File: src/rtl/rs232_avs_responder.sv
// rtl/rs232_avs_responder.sv - Avalon-MM responder modelling the RS232 UART RX/TX/STATUS map
// Host bytes feed RX reads; TX writes are emitted on the host side.
module rs232_avs_responder #(
  parameter int FIFO_DEPTH  = 16,
  parameter int WAIT_CYCLES = 1
) (
  input  logic        avm_clk,
  input  logic        avm_rst_n,
  input  logic [4:0]  avm_address,
  input  logic        avm_read,
  input  logic        avm_write,
  input  logic [31:0] avm_writedata,
  output logic [31:0] avm_readdata,
  output logic        avm_waitrequest,
  input  logic [7:0]  rx_in_data,
  input  logic        rx_in_valid,
  output logic        rx_in_ready,
  output logic [7:0]  tx_out_data,
  output logic        tx_out_valid,
  input  logic        tx_out_ready
);

  localparam int AW = $clog2(FIFO_DEPTH);
  localparam logic [AW:0] FULL_COUNT = (AW+1)'(FIFO_DEPTH);
  localparam logic [4:0] ADDR_RX     = 5'h00;
  localparam logic [4:0] ADDR_TX     = 5'h04;
  localparam logic [4:0] ADDR_STATUS = 5'h08;

  typedef enum logic [1:0] {ST_IDLE, ST_WAIT, ST_ACK} state_t;

  state_t      state, state_nxt;
  logic [3:0]  wait_cnt, wait_cnt_nxt;
  logic [4:0]  lat_addr;
  logic        lat_write;
  logic [7:0]  lat_data;
  logic [4:0]  acc_addr;
  logic        acc_write;
  logic        req, entering_ack, in_ack;
  logic        ack_rx_pop;
  logic [31:0] rd_value;
  logic [7:0]  status_byte;
  logic        tx_ovf, rx_unf;

  logic [7:0]  rx_mem [FIFO_DEPTH];
  logic [AW-1:0] rx_wr_ptr, rx_rd_ptr;
  logic [AW:0] rx_count;
  logic        rx_empty, rx_full, rx_push, rx_pop;

  logic [7:0]  tx_mem [FIFO_DEPTH];
  logic [AW-1:0] tx_wr_ptr, tx_rd_ptr;
  logic [AW:0] tx_count;
  logic        tx_full, tx_push_req, tx_push, tx_pop;

  logic        unused_wdata;
  assign unused_wdata = ^avm_writedata[31:8];

  assign req             = avm_read | avm_write;
  assign in_ack          = (state == ST_ACK);
  assign avm_waitrequest = ~in_ack;
  assign entering_ack    = (state_nxt == ST_ACK);

  // In IDLE the live bus is decoded so a zero-wait access can enter ACK directly.
  always_comb begin
    acc_addr  = lat_addr;
    acc_write = lat_write;
    if (state == ST_IDLE) begin
      acc_addr  = avm_address;
      acc_write = avm_write;
    end
  end

  always_ff @(posedge avm_clk) begin
    if (!avm_rst_n) begin
      state    <= ST_IDLE;
      wait_cnt <= 4'd0;
    end else begin
      state    <= state_nxt;
      wait_cnt <= wait_cnt_nxt;
    end
  end

  always_comb begin
    state_nxt    = state;
    wait_cnt_nxt = wait_cnt;
    case (state)
      ST_IDLE: begin
        if (req) begin
          if (WAIT_CYCLES == 0) begin
            state_nxt = ST_ACK;
          end else begin
            state_nxt    = ST_WAIT;
            wait_cnt_nxt = 4'(WAIT_CYCLES);
          end
        end
      end
      ST_WAIT: begin
        wait_cnt_nxt = wait_cnt - 4'd1;
        if (wait_cnt <= 4'd1) state_nxt = ST_ACK;
      end
      ST_ACK:  state_nxt = ST_IDLE;
      default: state_nxt = ST_IDLE;
    endcase
  end

  assign rx_empty    = (rx_count == '0);
  assign rx_full     = (rx_count == FULL_COUNT);
  assign tx_full     = (tx_count == FULL_COUNT);
  assign status_byte = {~rx_empty, ~tx_full, 1'b0, tx_ovf, rx_unf, 3'b000};

  always_comb begin
    rd_value = 32'h0;
    if (!acc_write) begin
      if (acc_addr == ADDR_RX && !rx_empty) rd_value = {24'h0, rx_mem[rx_rd_ptr]};
      else if (acc_addr == ADDR_STATUS)     rd_value = {24'h0, status_byte};
    end
  end

  always_ff @(posedge avm_clk) begin
    if (!avm_rst_n) begin
      lat_addr     <= 5'h0;
      lat_write    <= 1'b0;
      lat_data     <= 8'h0;
      avm_readdata <= 32'h0;
      ack_rx_pop   <= 1'b0;
    end else begin
      if (state == ST_IDLE && req) begin
        lat_addr  <= avm_address;
        lat_write <= avm_write;
        lat_data  <= avm_writedata[7:0];
      end
      // Only the bus pops RX, so non-empty at ACK entry still holds at the commit edge.
      if (entering_ack) begin
        avm_readdata <= rd_value;
        ack_rx_pop   <= !acc_write && (acc_addr == ADDR_RX) && !rx_empty;
      end else begin
        avm_readdata <= 32'h0;
        ack_rx_pop   <= 1'b0;
      end
    end
  end

  assign rx_pop      = in_ack & ack_rx_pop;
  assign rx_in_ready = ~rx_full | rx_pop;
  assign rx_push     = rx_in_valid & rx_in_ready;

  assign tx_out_valid = (tx_count != '0);
  assign tx_out_data  = tx_out_valid ? tx_mem[tx_rd_ptr] : 8'h00;
  assign tx_pop       = tx_out_valid & tx_out_ready;
  assign tx_push_req  = in_ack & lat_write & (lat_addr == ADDR_TX);
  assign tx_push      = tx_push_req & (~tx_full | tx_pop);

  always_ff @(posedge avm_clk) begin
    if (rx_push) rx_mem[rx_wr_ptr] <= rx_in_data;
    if (tx_push) tx_mem[tx_wr_ptr] <= lat_data;
  end

  always_ff @(posedge avm_clk) begin
    if (!avm_rst_n) begin
      rx_wr_ptr <= '0;
      rx_rd_ptr <= '0;
      rx_count  <= '0;
      tx_wr_ptr <= '0;
      tx_rd_ptr <= '0;
      tx_count  <= '0;
      tx_ovf    <= 1'b0;
      rx_unf    <= 1'b0;
    end else begin
      if (rx_push) rx_wr_ptr <= rx_wr_ptr + 1'b1;
      if (rx_pop)  rx_rd_ptr <= rx_rd_ptr + 1'b1;
      case ({rx_push, rx_pop})
        2'b10:   rx_count <= rx_count + 1'b1;
        2'b01:   rx_count <= rx_count - 1'b1;
        default: rx_count <= rx_count;
      endcase

      if (tx_push) tx_wr_ptr <= tx_wr_ptr + 1'b1;
      if (tx_pop)  tx_rd_ptr <= tx_rd_ptr + 1'b1;
      case ({tx_push, tx_pop})
        2'b10:   tx_count <= tx_count + 1'b1;
        2'b01:   tx_count <= tx_count - 1'b1;
        default: tx_count <= tx_count;
      endcase

      if (in_ack && lat_write && lat_addr == ADDR_STATUS) begin
        tx_ovf <= 1'b0;
        rx_unf <= 1'b0;
      end else begin
        if (tx_push_req && tx_full && !tx_pop) tx_ovf <= 1'b1;
        if (in_ack && !lat_write && lat_addr == ADDR_RX && !ack_rx_pop) rx_unf <= 1'b1;
      end
    end
  end

endmodule
File: config.mk
export PLATFORM = sky130hd
export DESIGN_NAME = rs232_avs_responder
export DESIGN_NICKNAME = d
export VERILOG_FILES = /design/src/rtl/rs232_avs_responder.sv
export SDC_FILE = /design/constraint.sdc
export NUM_CORES = 1
export LEC_CHECK = 0
export ABC_CLOCK_PERIOD_IN_PS = 4400
export CAP_MARGIN = 20
export CORE_MARGIN = 4
export CORE_UTILIZATION = 50
export CTS_CLUSTER_DIAMETER = 50
export DETAILED_ROUTE_END_ITERATION = 8
export MAX_ROUTING_LAYER = met4
export PLACE_DENSITY = 0.7
export SKIP_CTS_REPAIR_TIMING = 1
export SYNTH_ARGS = -nofsm -noshare
export SYNTH_HDL_FRONTEND = slang
export SYNTH_SLANG_ARGS = --single-unit
File: constraint.sdc
create_clock -name avm_clk -period 4.4 [get_ports avm_clk]
set_clock_uncertainty 0.15 [all_clocks]
set_input_delay 0.88 -clock avm_clk [delete_from_list [all_inputs] [get_ports avm_clk]]
set_output_delay 0.88 -clock avm_clk [all_outputs]
set_load 0.02 [all_outputs]
==> reports/results.ini, run 1 <==
[sta]
slew_headroom = 0.329
worstMarginPinSlew_ns = 1.00
fin_crit_ns = 4.21
maxSlewViolCount = 0
fin_crit_sh = 0.958
setup_viol = 0
setup_tns_ns = 0
finalHoldViolations = 0
rsz0062_at_grt = no
fmax_mhz = 237

[power]
leakage_nw = 5.09
seqPwrFrac = 0.504
internal_power_mw = 5.36
clockPowerShare = 0.460
irDropWorstVdd_uv = 338
powerDensity_mw_per_mm2 = 447
p_sw_frac = 0.207
power_switching_mw = 1.40
combPwrFrac = 0.036

[outcome]
status = completed

[clock_network]
cts_buffers = 36
clkLatencyLatePin_ns = 0.52
clkSinkCount = 321
cts_root_buffer = clkbuf_16
cts_tree = yes
cts_max_level = 2
cts_buffer_depth = 3
clkTransAtPathRegs_ns = 0.06

[die]
rows = 59
die_w_um = 170
dieArea_mm2 = 0.0289
ios = 94
start_util = 0.506
die-height_um = 170
core-area_mm2 = 0.0260

[synth]
synth_area_mm2 = 0.0131
syn_inst = 768
ys_top_cells_by_count = 256 x edfxtp_1, 65 x dfxtp_1, 51 x mux4_2, 51 x nand2_1, 35 x and2_1
ys.flop_type = edfxtp_1
synth.largest_area_cell = edfxtp_1
synth-edff-count = 256
yosysMostFrequentCell = edfxtp_1
synth_seq_cells = 321
seq_area_frac_synth = 0.684
syn_avg_cell_area_um2 = 17.1
synth_warnings = 0
yosys.area.top_type_share = 0.585
ys_types = 55
synth.area.top_cells = edfxtp_1 59%, dfxtp_1 9.9%, mux4_2 8.7%
async_reset_ff_frac = 0

[finish]
drive_above_1_share = 0.155
syn2layout_area_growth_pct = 15.2
fillers = 1952
diodes = 0
final_nets = 904
multi_input_area_mm2 = 0.00381
fin_util = 0.582
ff_latch_area_mm2 = 0.00899

[placement]
gp_congestion = 0.777
dp_hpwl_mm = 15.6
port_buffers = 45

[grt]
top_usage_layer = met2
grtUsageTotal = 0.174
overflow = 0
grt_pass1_wl_mm = 37.9
met3_usage = 0.0274
antenna_found_initial = 0
grt_util_met2 = 0.304
grt_max_degree = 52
grt_util_met1 = 0.213
grt_pass1_vias = 6881

[hold_path]
hp-class = reg2reg
hold_depth = 1

[worst_setup_path]
required_ns = 3.37
path_cells = buf_4 > mux4_1 > mux4_2 > and2_1 > clkdlybuf4s50_1
slowest_delay_ns = 0.67
arrival_ns = 3.18
slowest_stage = mux4_1
critPathMaxFanout = 32
critical_path_class = reg2out
startpoint_type = flip-flop
reg2regPathDepth = 12
endpoint_kind = output pin

[route]
drcViolationCount = 0
drtPass1Iterations = 5
viasPerCell = 5.55
routedWlPerCell_um = 20.0
drt_wl_total_mm = 24.0
drt-initial-drc-count = 515
ant_nets = 0
vias = 6630

[run]
maxCapViolCount = 0

==> registers in the layout, summed over array words and instances, names as in the netlist, 5 cells and up, named ones only <==
| signal | flops |
|---|---|
| lat_data | 8 |
| tx_mem | 128 |
| rx_count | 5 |
| lat_addr | 5 |
| tx_count | 5 |
| rx_mem | 128 |
| avm_readdata | 8 |
==> per-layer routing <==
| metal | routed length, µm | share of wire | up-vias |
|---|---|---|---|
| met4 | 468 | 0.020 | 0 |
| met2 | 12900 | 0.54 | 151 |
| met5 | 0 | 0 | - |
| met1 | 9540 | 0.40 | 3377 |
| met3 | 1020 | 0.042 | 38 |
| li1 | - | - | 3064 |
==> power by group through the flow <==
stage               Combinational, mW  Clock (mW)  Sequential, mW
floorplan                       0.171           0            3.45
global placement                0.225           0            3.47
detailed placement              0.239           0            3.47
CTS                             0.241        3.17            3.41
global route                    0.266        3.32            3.42
finish                          0.242        3.11            3.41
==> through the flow <==
stage | cells | worst slack [ns] | area (µm²) | power, mW | hold slack (ns)
finish | 1195 | 0.187 | 15100 | 6.76 | 0.312
global route | 1195 | 0.0646 | 15100 | 7.00 | 0.335
CTS | 1195 | 0.152 | 15100 | 6.82 | 0.309
detailed placement | 1129 | 0.654 | 13900 | 3.71 | 0.296
global placement | 1129 | 0.714 | 13900 | 3.69 | 0.293
floorplan | 791 | 1.27 | 13200 | 3.62 | 0.277
==> final cells by class <==
class | instances | share of cell area
clock inverters | 19 | 0.0189
clock buffers | 47 | 0.0656
inverters | 18 | 0.00447
flip-flops and latches | 321 | 0.594
repair buffers | 61 | 0.0377
well taps | 335 | 0.0277
multi-input cells | 394 | 0.252
==> placed cells by master (no fill, tap or decap), types with 4 or more instances in the layout <==
cell             count
buf_4               16
clkbuf_8             5
a21boi_0            18
ha_1                20
clkinv_2             4
nor3_1               7
xnor2_1             14
bufinv_16            5
mux4_2              51
clkdlybuf4s50_1     45
nand2b_1            10
a21o_1               7
clkbuf_16           36
conb_1              24
nor4_1               9
xor2_1               6
nor2b_1             11
nor2_1              26
nand2_1             51
mux2i_1              8
nand3_1              6
inv_1               18
o21ai_0              9
mux4_1              24
edfxtp_1           256
clkbuf_1             6
dfxtp_1             65
a21oi_1              9
nand3b_1             4
a211oi_1             6
o22ai_1              6
and2_1              35
==> final timing paths <==
path	startpoint	to	slack, ns
setup / recovery	flip-flop	tx_out_data[0]	0.19
hold / removal	tx_ovf	avm_readdata[4]	0.31
setup reg to reg	lat_addr[4]	tx_count[4]	1.10
hold reg to reg	tx_ovf	avm_readdata[4]	0.31
==> logic make-up after synthesis <==
family                     after synthesis  synth area share
and+or+nand+nor                        179            0.0724
AOI/OAI and AO/OA                       67            0.0351
other                                    1          0.000285
DFF                                    321             0.684
muxes                                   83             0.142
xor gates and xnor gates                20            0.0133
adders and majority gates               21            0.0206
buffers and inverters                   76            0.0326
==> critical path, delay by kind of cell, from the launching register on <==
| kind | cells | cell delay (ns) |
|---|---|---|
| muxes | 2 | 1.17 |
| and+or+nand+nor | 1 | 0.18 |
| DFF | 1 | 0.30 |
| buffers and inverters | 2 | 1.00 |
Note: power is estimated with default switching activity, not from simulation.
==> run 2, diff against run 1 <==
--- a/config.mk
+++ b/config.mk
@@ -8,11 +8,10 @@
 export ABC_CLOCK_PERIOD_IN_PS = 4400
 export CAP_MARGIN = 20
 export CORE_MARGIN = 4
-export CORE_UTILIZATION = 50
+export CORE_UTILIZATION = 40
 export CTS_CLUSTER_DIAMETER = 50
 export DETAILED_ROUTE_END_ITERATION = 8
 export MAX_ROUTING_LAYER = met4
-export PLACE_DENSITY = 0.7
 export SKIP_CTS_REPAIR_TIMING = 1
 export SYNTH_ARGS = -nofsm -noshare
 export SYNTH_HDL_FRONTEND = slang
==> run 2 against run 1 <==
Combinational power down 3%; final cell count rose by 9.9%; sequential share of layout area fell by 1.0 points; cell area rose by 1.7%; die area rose by 24%; via count shrank 2.0%; critical path type unchanged; critical endpoint is now tx_out_data[2]; largest cell class unchanged.
==> reports/results.ini, run 2 (synthesis gave the netlist of run 1 again) <==
[grt]
grt_max_degree = 52
overflow = 0
grt_pass1_vias = 6714
antenna_found_initial = 0
grtUsageTotal = 0.142
grt_pass1_wl_mm = 38.3

[clock_network]
cts_max_level = 2
cts_buffers = 37
clkTransAtPathRegs_ns = 0.06
clkLatencyLatePin_ns = 0.52
cts_tree = yes
cts_buffer_depth = 3
clkSinkCount = 321
cts_root_buffer = clkbuf_16

[worst_setup_path]
r2r_setup_slack_ns = 1.15
reg2regPathDepth = 12
slowest_delay_ns = 0.63
slowest_stage = mux4_1
critPathMaxFanout = 31
critical-path-top-delay-family = multiplexers
endpoint_kind = output pin
r2r_start = lat_addr[4]
required_ns = 3.37
critical_path_class = reg2out
arrival_ns = 2.97
crit_path_end = tx_out_data[2]
crit_buf_inv = 2
startpoint_type = flip-flop
path_depth = 5
timing.rr.end = tx_count[4]
path_cells = buf_12 > mux4_1 > mux4_2 > and2_1 > clkdlybuf4s50_1

[die]
dieArea_mm2 = 0.0358
start_util = 0.405
die_w_um = 189
ios = 94
die-height_um = 189
core-area_mm2 = 0.0325
rows = 66

[sta]
fin_crit_ns = 4.00
maxSlewViolCount = 0
fin_crit_sh = 0.908
setup_viol = 0
fmax_mhz = 250
finalHoldViolations = 0
setup_tns_ns = 0
rsz0062_at_grt = no
worstMarginPinSlew_ns = 1.03
slew_headroom = 0.310

[finish]
layout_common_cells = 256 x edfxtp_1, 63 x dfxtp_1, 51 x nand2_1, 51 x mux4_2, 45 x clkdlybuf4s50_1
final_nets = 915
syn2layout_area_growth_pct = 17.2
top_regs = rx_mem (128), tx_mem (128)
fin_util = 0.474
diodes = 0
final_common_cell = edfxtp_1
drive_above_1_share = 0.168
final_cell_area_mm2 = 0.0154

[outcome]
status = completed

[placement]
dp_hpwl_mm = 15.5
gp_congestion = 0.724
dpl_cell_area_mm2 = 0.0141
port_buffers = 45

[route]
routedWlPerCell_um = 18.8
ant_nets = 0
drt_wl_total_mm = 24.7
vias = 6495
drt-initial-drc-count = 334
drcViolationCount = 0
viasPerCell = 4.95
drtPass1Iterations = 5

[power]
seqPwrFrac = 0.498
power_switching_mw = 1.41
leakage_nw = 5.16
internal_power_mw = 5.44
clockPowerShare = 0.467
powerDensity_mw_per_mm2 = 445
combPwrFrac = 0.034
irDropWorstVdd_uv = 393
p_sw_frac = 0.205

[hold_path]
hp-class = reg2reg

[run]
maxCapViolCount = 0

==> run 2: final cells by class <==
type,instances,area (µm²)
Fill cell,2759,17100
Clock buffer,44,962
Tap cell,442,553
Timing Repair Buffer,71,658
Inverter,18,67.6
Multi-Input combinational cell,394,3830
Sequential cell,321,8990
Clock inverter,23,330
==> run 2: worst min path at each step <==
stage,startpoint,to,slack [ns],cells past startpoint
finish,lat_addr[1],lat_addr[1],0.31,2
global route,tx_ovf,avm_readdata[4],0.33,1
CTS,lat_addr[1],lat_addr[1],0.32,2
detailed placement,tx_ovf,avm_readdata[4],0.30,1
global placement,tx_ovf,avm_readdata[4],0.30,1
floorplan,tx_ovf,avm_readdata[4],0.28,1
==> run 2: metal layers <==
metal	wire (µm)	vias to the layer above	global-route usage	part of all wire
met5	0	-	-	0
met4	371	0	0.0328	0.015
met3	930	33	0.0245	0.038
met2	12700	105	0.241	0.51
met1	10700	3263	0.182	0.43
li1	-	3094	-	-
==> run 2: power groups by stage <==
| stage | clock [mW] | combinational, mW | sequential, mW |
|---|---|---|---|
| finish | 3.20 | 0.234 | 3.41 |
| global route | 3.42 | 0.265 | 3.42 |
| CTS | 3.29 | 0.238 | 3.42 |
| detailed placement | 0 | 0.237 | 3.48 |
| global placement | 0 | 0.234 | 3.48 |
| floorplan | 0 | 0.171 | 3.45 |
==> run 2: tightest hold or removal path, cell delays in order (launching register included) <==
cell and delay (ns):
dfxtp_1 0.31, nand2_1 0.05, a21boi_0 0.06
==> run 2: per-stage QoR <==
stage / std cells / hold WS [ns] / setup slack [ns] / total power [mW]
CTS: 1313 / 0.316 / 0.365 / 6.94
finish: 1313 / 0.312 / 0.404 / 6.85
global placement: 1246 / 0.295 / 0.617 / 3.71
global route: 1313 / 0.327 / 0.327 / 7.11
floorplan: 791 / 0.277 / 1.27 / 3.62
detailed placement: 1246 / 0.304 / 0.621 / 3.72
